### src/rtl/ram_loader.sv
// ram_loader: boot loader that streams bytes into a 256x8 RAM, then reads the
// same region back and compares additive checksums.
//
// Ports:
//   clk, rst            clock, asynchronous active-high reset
//   start, abort        begin a transfer (IDLE only) / cancel any transfer
//   base_addr, length   first RAM address and byte count (1..2**ADDR_W),
//                       sampled on an accepted start
//   in_valid, in_data   byte stream in; in_ready high while loading
//   mem_read, mem_write RAM strobes (never both high)
//   mem_address         RAM address, (base + cnt) mod 2**ADDR_W
//   mem_data            RAM write data
//   mem_q               RAM combinational read data
//   busy                state is not IDLE
//   done                one-cycle completion pulse
//   pass, checksum      readback-matches flag and write checksum (registered)
module ram_loader #(
  parameter int ADDR_W = 8,
  parameter int DATA_W = 8
) (
  input  logic              clk,
  input  logic              rst,
  input  logic              start,
  input  logic              abort,
  input  logic [ADDR_W-1:0] base_addr,
  input  logic [ADDR_W:0]   length,
  input  logic              in_valid,
  input  logic [DATA_W-1:0] in_data,
  output logic              in_ready,
  output logic              mem_read,
  output logic              mem_write,
  output logic [ADDR_W-1:0] mem_address,
  output logic [DATA_W-1:0] mem_data,
  input  logic [DATA_W-1:0] mem_q,
  output logic              busy,
  output logic              done,
  output logic              pass,
  output logic [DATA_W-1:0] checksum
);

  localparam logic [1:0] S_IDLE   = 2'd0;
  localparam logic [1:0] S_LOAD   = 2'd1;
  localparam logic [1:0] S_VERIFY = 2'd2;
  localparam logic [1:0] S_DONE   = 2'd3;

  localparam logic [ADDR_W:0] DEPTH = {1'b1, {ADDR_W{1'b0}}};
  localparam logic [ADDR_W:0] ONE   = {{ADDR_W{1'b0}}, 1'b1};

  logic [1:0]        state;
  logic [ADDR_W:0]   cnt;
  logic [ADDR_W:0]   len;
  logic [ADDR_W-1:0] base;
  logic [DATA_W-1:0] wsum;
  logic [DATA_W-1:0] rsum;
  logic              len_ok;
  logic              last;
  logic [ADDR_W-1:0] addr;

  assign len_ok = (length != '0) && (length <= DEPTH);
  assign last   = (cnt == (len - ONE));
  // Truncating add gives the modulo-depth wrap of the address.
  assign addr   = base + cnt[ADDR_W-1:0];
  assign busy   = (state != S_IDLE);

  always_comb begin
    in_ready    = 1'b0;
    mem_read    = 1'b0;
    mem_write   = 1'b0;
    mem_address = '0;
    mem_data    = '0;
    case (state)
      S_LOAD: begin
        in_ready    = 1'b1;
        mem_write   = in_valid;
        mem_address = addr;
        mem_data    = in_data;
      end
      S_VERIFY: begin
        mem_read    = 1'b1;
        mem_address = addr;
      end
      default: ;
    endcase
  end

  always_ff @(posedge clk or posedge rst) begin
    if (rst) begin
      state    <= S_IDLE;
      cnt      <= '0;
      len      <= '0;
      base     <= '0;
      wsum     <= '0;
      rsum     <= '0;
      done     <= 1'b0;
      pass     <= 1'b0;
      checksum <= '0;
    end else begin
      done <= 1'b0;
      case (state)
        S_IDLE: begin
          if (start && !abort && len_ok) begin
            base     <= base_addr;
            len      <= length;
            cnt      <= '0;
            wsum     <= '0;
            rsum     <= '0;
            pass     <= 1'b0;
            checksum <= '0;
            state    <= S_LOAD;
          end
        end
        S_LOAD: begin
          if (abort) begin
            state <= S_IDLE;
          end else if (in_valid) begin
            wsum <= wsum + in_data;
            if (last) begin
              cnt   <= '0;
              state <= S_VERIFY;
            end else begin
              cnt <= cnt + ONE;
            end
          end
        end
        S_VERIFY: begin
          if (abort) begin
            state <= S_IDLE;
          end else begin
            rsum <= rsum + mem_q;
            cnt  <= cnt + ONE;
            if (last) state <= S_DONE;
          end
        end
        S_DONE: begin
          // Results are published on the exit edge so done lands len+1
          // cycles after the last accepted byte.
          state <= S_IDLE;
          if (!abort) begin
            done     <= 1'b1;
            pass     <= (rsum == wsum);
            checksum <= wsum;
          end
        end
        default: state <= S_IDLE;
      endcase
    end
  end

endmodule
### config.mk
export PLATFORM = sky130hd
export DESIGN_NAME = ram_loader
export DESIGN_NICKNAME = d
export VERILOG_FILES = /design/src/rtl/ram_loader.sv
export SDC_FILE = /design/constraint.sdc
export NUM_CORES = 1
export LEC_CHECK = 0
export CORE_ASPECT_RATIO = 0.5
export CORE_UTILIZATION = 45
export DETAILED_ROUTE_END_ITERATION = 8
export PLACE_DENSITY_LB_ADDON = 0.3
export SETUP_SLACK_MARGIN = 0.5
export SLEW_MARGIN = 30
export SYNTH_ARGS = -nofsm -noshare
export SYNTH_HDL_FRONTEND = slang
export SYNTH_SLANG_ARGS = --single-unit
### constraint.sdc
create_clock -name clk -period 3.5 [get_ports clk]
set_clock_uncertainty 0.2 [all_clocks]
set_input_delay 0.7 -clock clk [delete_from_list [all_inputs] [get_ports clk]]
set_output_delay 0.7 -clock clk [all_outputs]
set_load 0.05 [all_outputs]
==> flow_summary.toml <==
[outcome]
outcome = "finished, final reports clean"

[sta]
grt_setup_unrepaired = "true"
fmax_ghz = 0.310
slew_headroom_pct = 59.1
slew_violations = 0
min_period_ns = 3.22
hold_viol_final = 0
fin_setup_tns_ns = 0
period_share_pct = 92.1
setup_viol = 0
worst_pin_slew_ns = 0.613

[setup_path]
worst_setup_path_end_kind = "primary output"
worstRegToRegCells = 9
worstPathArrival_ns = 2.32
crit_type = "flop to primary output"
critPathRequiredTime_ns = 2.60
cp-start-kind = "flop"
crit_fanout = 2

[logic_synthesis]
post_synth_instance_area_um2 = 3790
yosysWarningCount = 0
ys_dominant_reg_cell = "dfrtp_1"
avgSynthCellArea_um2 = 9.36
postSynthNetCount = 473
synth_sequential_area_ratio_pct = 35.6
post_synth_inst_count = 405
yosys.cell_types.count = 61
number_of_flops_mapped_to_enable_cells_by_yosys = 0
synth-seq-cells = 54
yosys-top-cells-area = "dfrtp_1 (36%), ha_1 (8.9%), xnor2_1 (5.1%), nand2_1 (5.0%), xor2_1 (3.7%)"
synth_largest_area_cell = "dfrtp_1"
fraction_of_synthesis_flops_using_an_asynchronous_set_or_reset_pin_pct = 100
synthDominantCellAreaShare_pct = 35.6

[pwr]
vdd_drop_max_uv = 368
fin_total_pwr_uw = 3640
power.density_cell_area_nw_per_um2 = 732
leakagePower_uw = 0.00224

[placement]
placement.cell_area_um2 = 4680
place.port_buffers = 67
place.detailed.instances = 579
post-dp-hpwl_mm = 6.10
finalWeightedCongestion = 0.788

[floorplan]
die_height_um = 66.9
design.portCount = 68
die-area_um2 = 8820
die_width_um = 132
initial_core_util_pct = 46.9
fp-row-count = 23
design.core.area_um2 = 8090

[final_layout]
count_of_non_filler_cells_in_the_finished_layout = 593
final_cell_area_um2 = 4970
layout.nets = 548
postLayoutCoreUtil_pct = 61.5
drive_above_1_share_pct = 16.4
most_common_cell_after_layout_fill_and_taps_aside = "nand2_1"
p_r_area_growth_vs_syn_pct = 31.2
most-common-layout-cells = "nand2_1 (51), dfrtp_1 (50), clkdlybuf4s50_1 (47), ha_1 (23), xnor2_1 (22)"
num_antenna_cells = 0

[grt]
grt_overflow_total = 0
grt_first_pass_wirelength_mm = 13.7
globalRouteTotalUtil_pct = 19.7
first_global_vias = 2811
largest_net_degree_at_the_start_of_global_routing = 29
grt_antenna_before_repair = 0

[clocking]
cts_root_buffer = "clkbuf_16"
clk_latency_ns = 0.30
tritoncts_num_sinks = 54
cts_htree_levels = 2
clkSlewWorstSetupHoldPaths_ns = 0.08
cts_tree = "built"
cts_buffers = 5
cts.path.max_buffers = 2

[route]
drt-total-wl_mm = 8.41
route.vias.total = 3119
route.detailed.wl_per_inst_um = 14.2
detailedRoute.firstIterationViolations = 178
detail-route-antenna-nets = 0
dr.pass1.iters = 4
via_per_inst = 5.26
drc = 0

[worst_hold_path]
hold_depth = 2
hp-class = "flop to flop"

[flow_run]
cap_violations = 0
[metal layers]
metal  share of wire, %  GRT usage (%)
met1                 50           26.5
met2                 45           32.6
met3                3.8           3.81
met4               0.94           4.94
met5                  0              0
[report_power, final]
group | leakage [uW] | total [uW] | switching (uW) | internal, uW
registers | 0.000703 | 1030 | 234 | 799
clock network | 0.0000698 | 504 | 238 | 266
logic | 0.00147 | 2100 | 1180 | 923
[area by class of cell]
cell class | instances | area (um^2)
Clock buffer | 5 | 125
Clock inverter | 3 | 21.3
Fill cell | 681 | 3110
Inverter | 16 | 60.1
Multi-Input combinational cell | 320 | 2420
Sequential cell | 54 | 1360
Tap cell | 112 | 140
Timing Repair Buffer | 83 | 852
[critical path: stages (launching register included)]
cell and delay [ns]:
dfrtp_2 0.44, buf_6 0.13, fa_2 0.39, a21o_1 0.17
a21o_1 0.17, a21o_1 0.19, a21oi_2 0.12, xnor2_1 0.12
and2_4 0.16, buf_12 0.13
[repair_timing]
item / 4_1_cts / 5_1_grt
setup buffers: 5 / 1
cloned: 0 / 0
endpoints found under the setup margin: 18 / 38
hold buffers: 0 / 0
resized for setup: 31 / 16
pin swaps: 11 / 14
[Yosys cell counts (3+ instances only)]
| cell | n |
|---|---|
| or2_2 | 3 |
| o21ai_0 | 20 |
| nor4_1 | 6 |
| xnor2_1 | 22 |
| clkbuf_1 | 11 |
| mux2_2 | 11 |
| ha_1 | 27 |
| nor2_1 | 17 |
| or3_1 | 3 |
| nor2b_1 | 5 |
| o31ai_1 | 8 |
| dfrtp_1 | 54 |
| mux2_1 | 7 |
| o21bai_1 | 6 |
| o21a_1 | 3 |
| inv_1 | 16 |
| and2_1 | 17 |
| nand3_1 | 12 |
| nor3b_1 | 3 |
| nor3_1 | 6 |
| a21o_1 | 9 |
| nand2_1 | 51 |
| xor2_1 | 16 |
| a22o_1 | 4 |
| a21oi_1 | 16 |
| o21ai_1 | 5 |
| fa_1 | 3 |
[cell families (layout without fill, tap and decap cells)]
logic type / Yosys count / in the layout / synth area share, %
AO/OA/AOI/OAI: 93 / 93 / 17.2
AND/OR/NAND/NOR: 140 / 140 / 18.8
XOR/XNOR: 38 / 38 / 8.78
flip-flops: 54 / 54 / 35.6
multiplexers: 19 / 19 / 5.61
adder cells (fa/ha/maj): 30 / 30 / 10.5
buffers and inverters: 31 / 107 / 3.50
[registers in the layout, indices dropped and copies added, names as in the netlist]
signal and cells:
done 1, base 8, len 9, rsum 8
checksum 8, state 2, cnt 9, wsum 8
pass 1
[final timing paths]
check / slack, ns / to / start
max in group asynchronous: 1.95 / rsum[2]$_DFFE_PP0P_ / rst
setup / recovery: 0.28 / mem_address[6] / cnt[1]$_DFFE_PP0P_
min in group asynchronous: 0.59 / base[6]$_DFFE_PP0P_ / rst
hold reg to reg: 0.28 / checksum[4]$_DFFE_PP0P_ / checksum[4]$_DFFE_PP0P_
setup reg to reg: 0.67 / cnt[5]$_DFFE_PP0P_ / len[0]$_DFFE_PP0P_
hold / removal: 0.28 / checksum[4]$_DFFE_PP0P_ / checksum[4]$_DFFE_PP0P_
[metrics by stage]
step / hold slack, ns / setup WS (ns)
2_1_floorplan: 0.268 / 0.525
3_3_place_gp: 0.260 / 0.248
3_5_place_dp: 0.271 / 0.232
4_1_cts: 0.288 / 0.240
5_1_grt: 0.315 / 0.172
6_report: 0.280 / 0.276
Note: power is estimated with default switching activity, not from simulation.
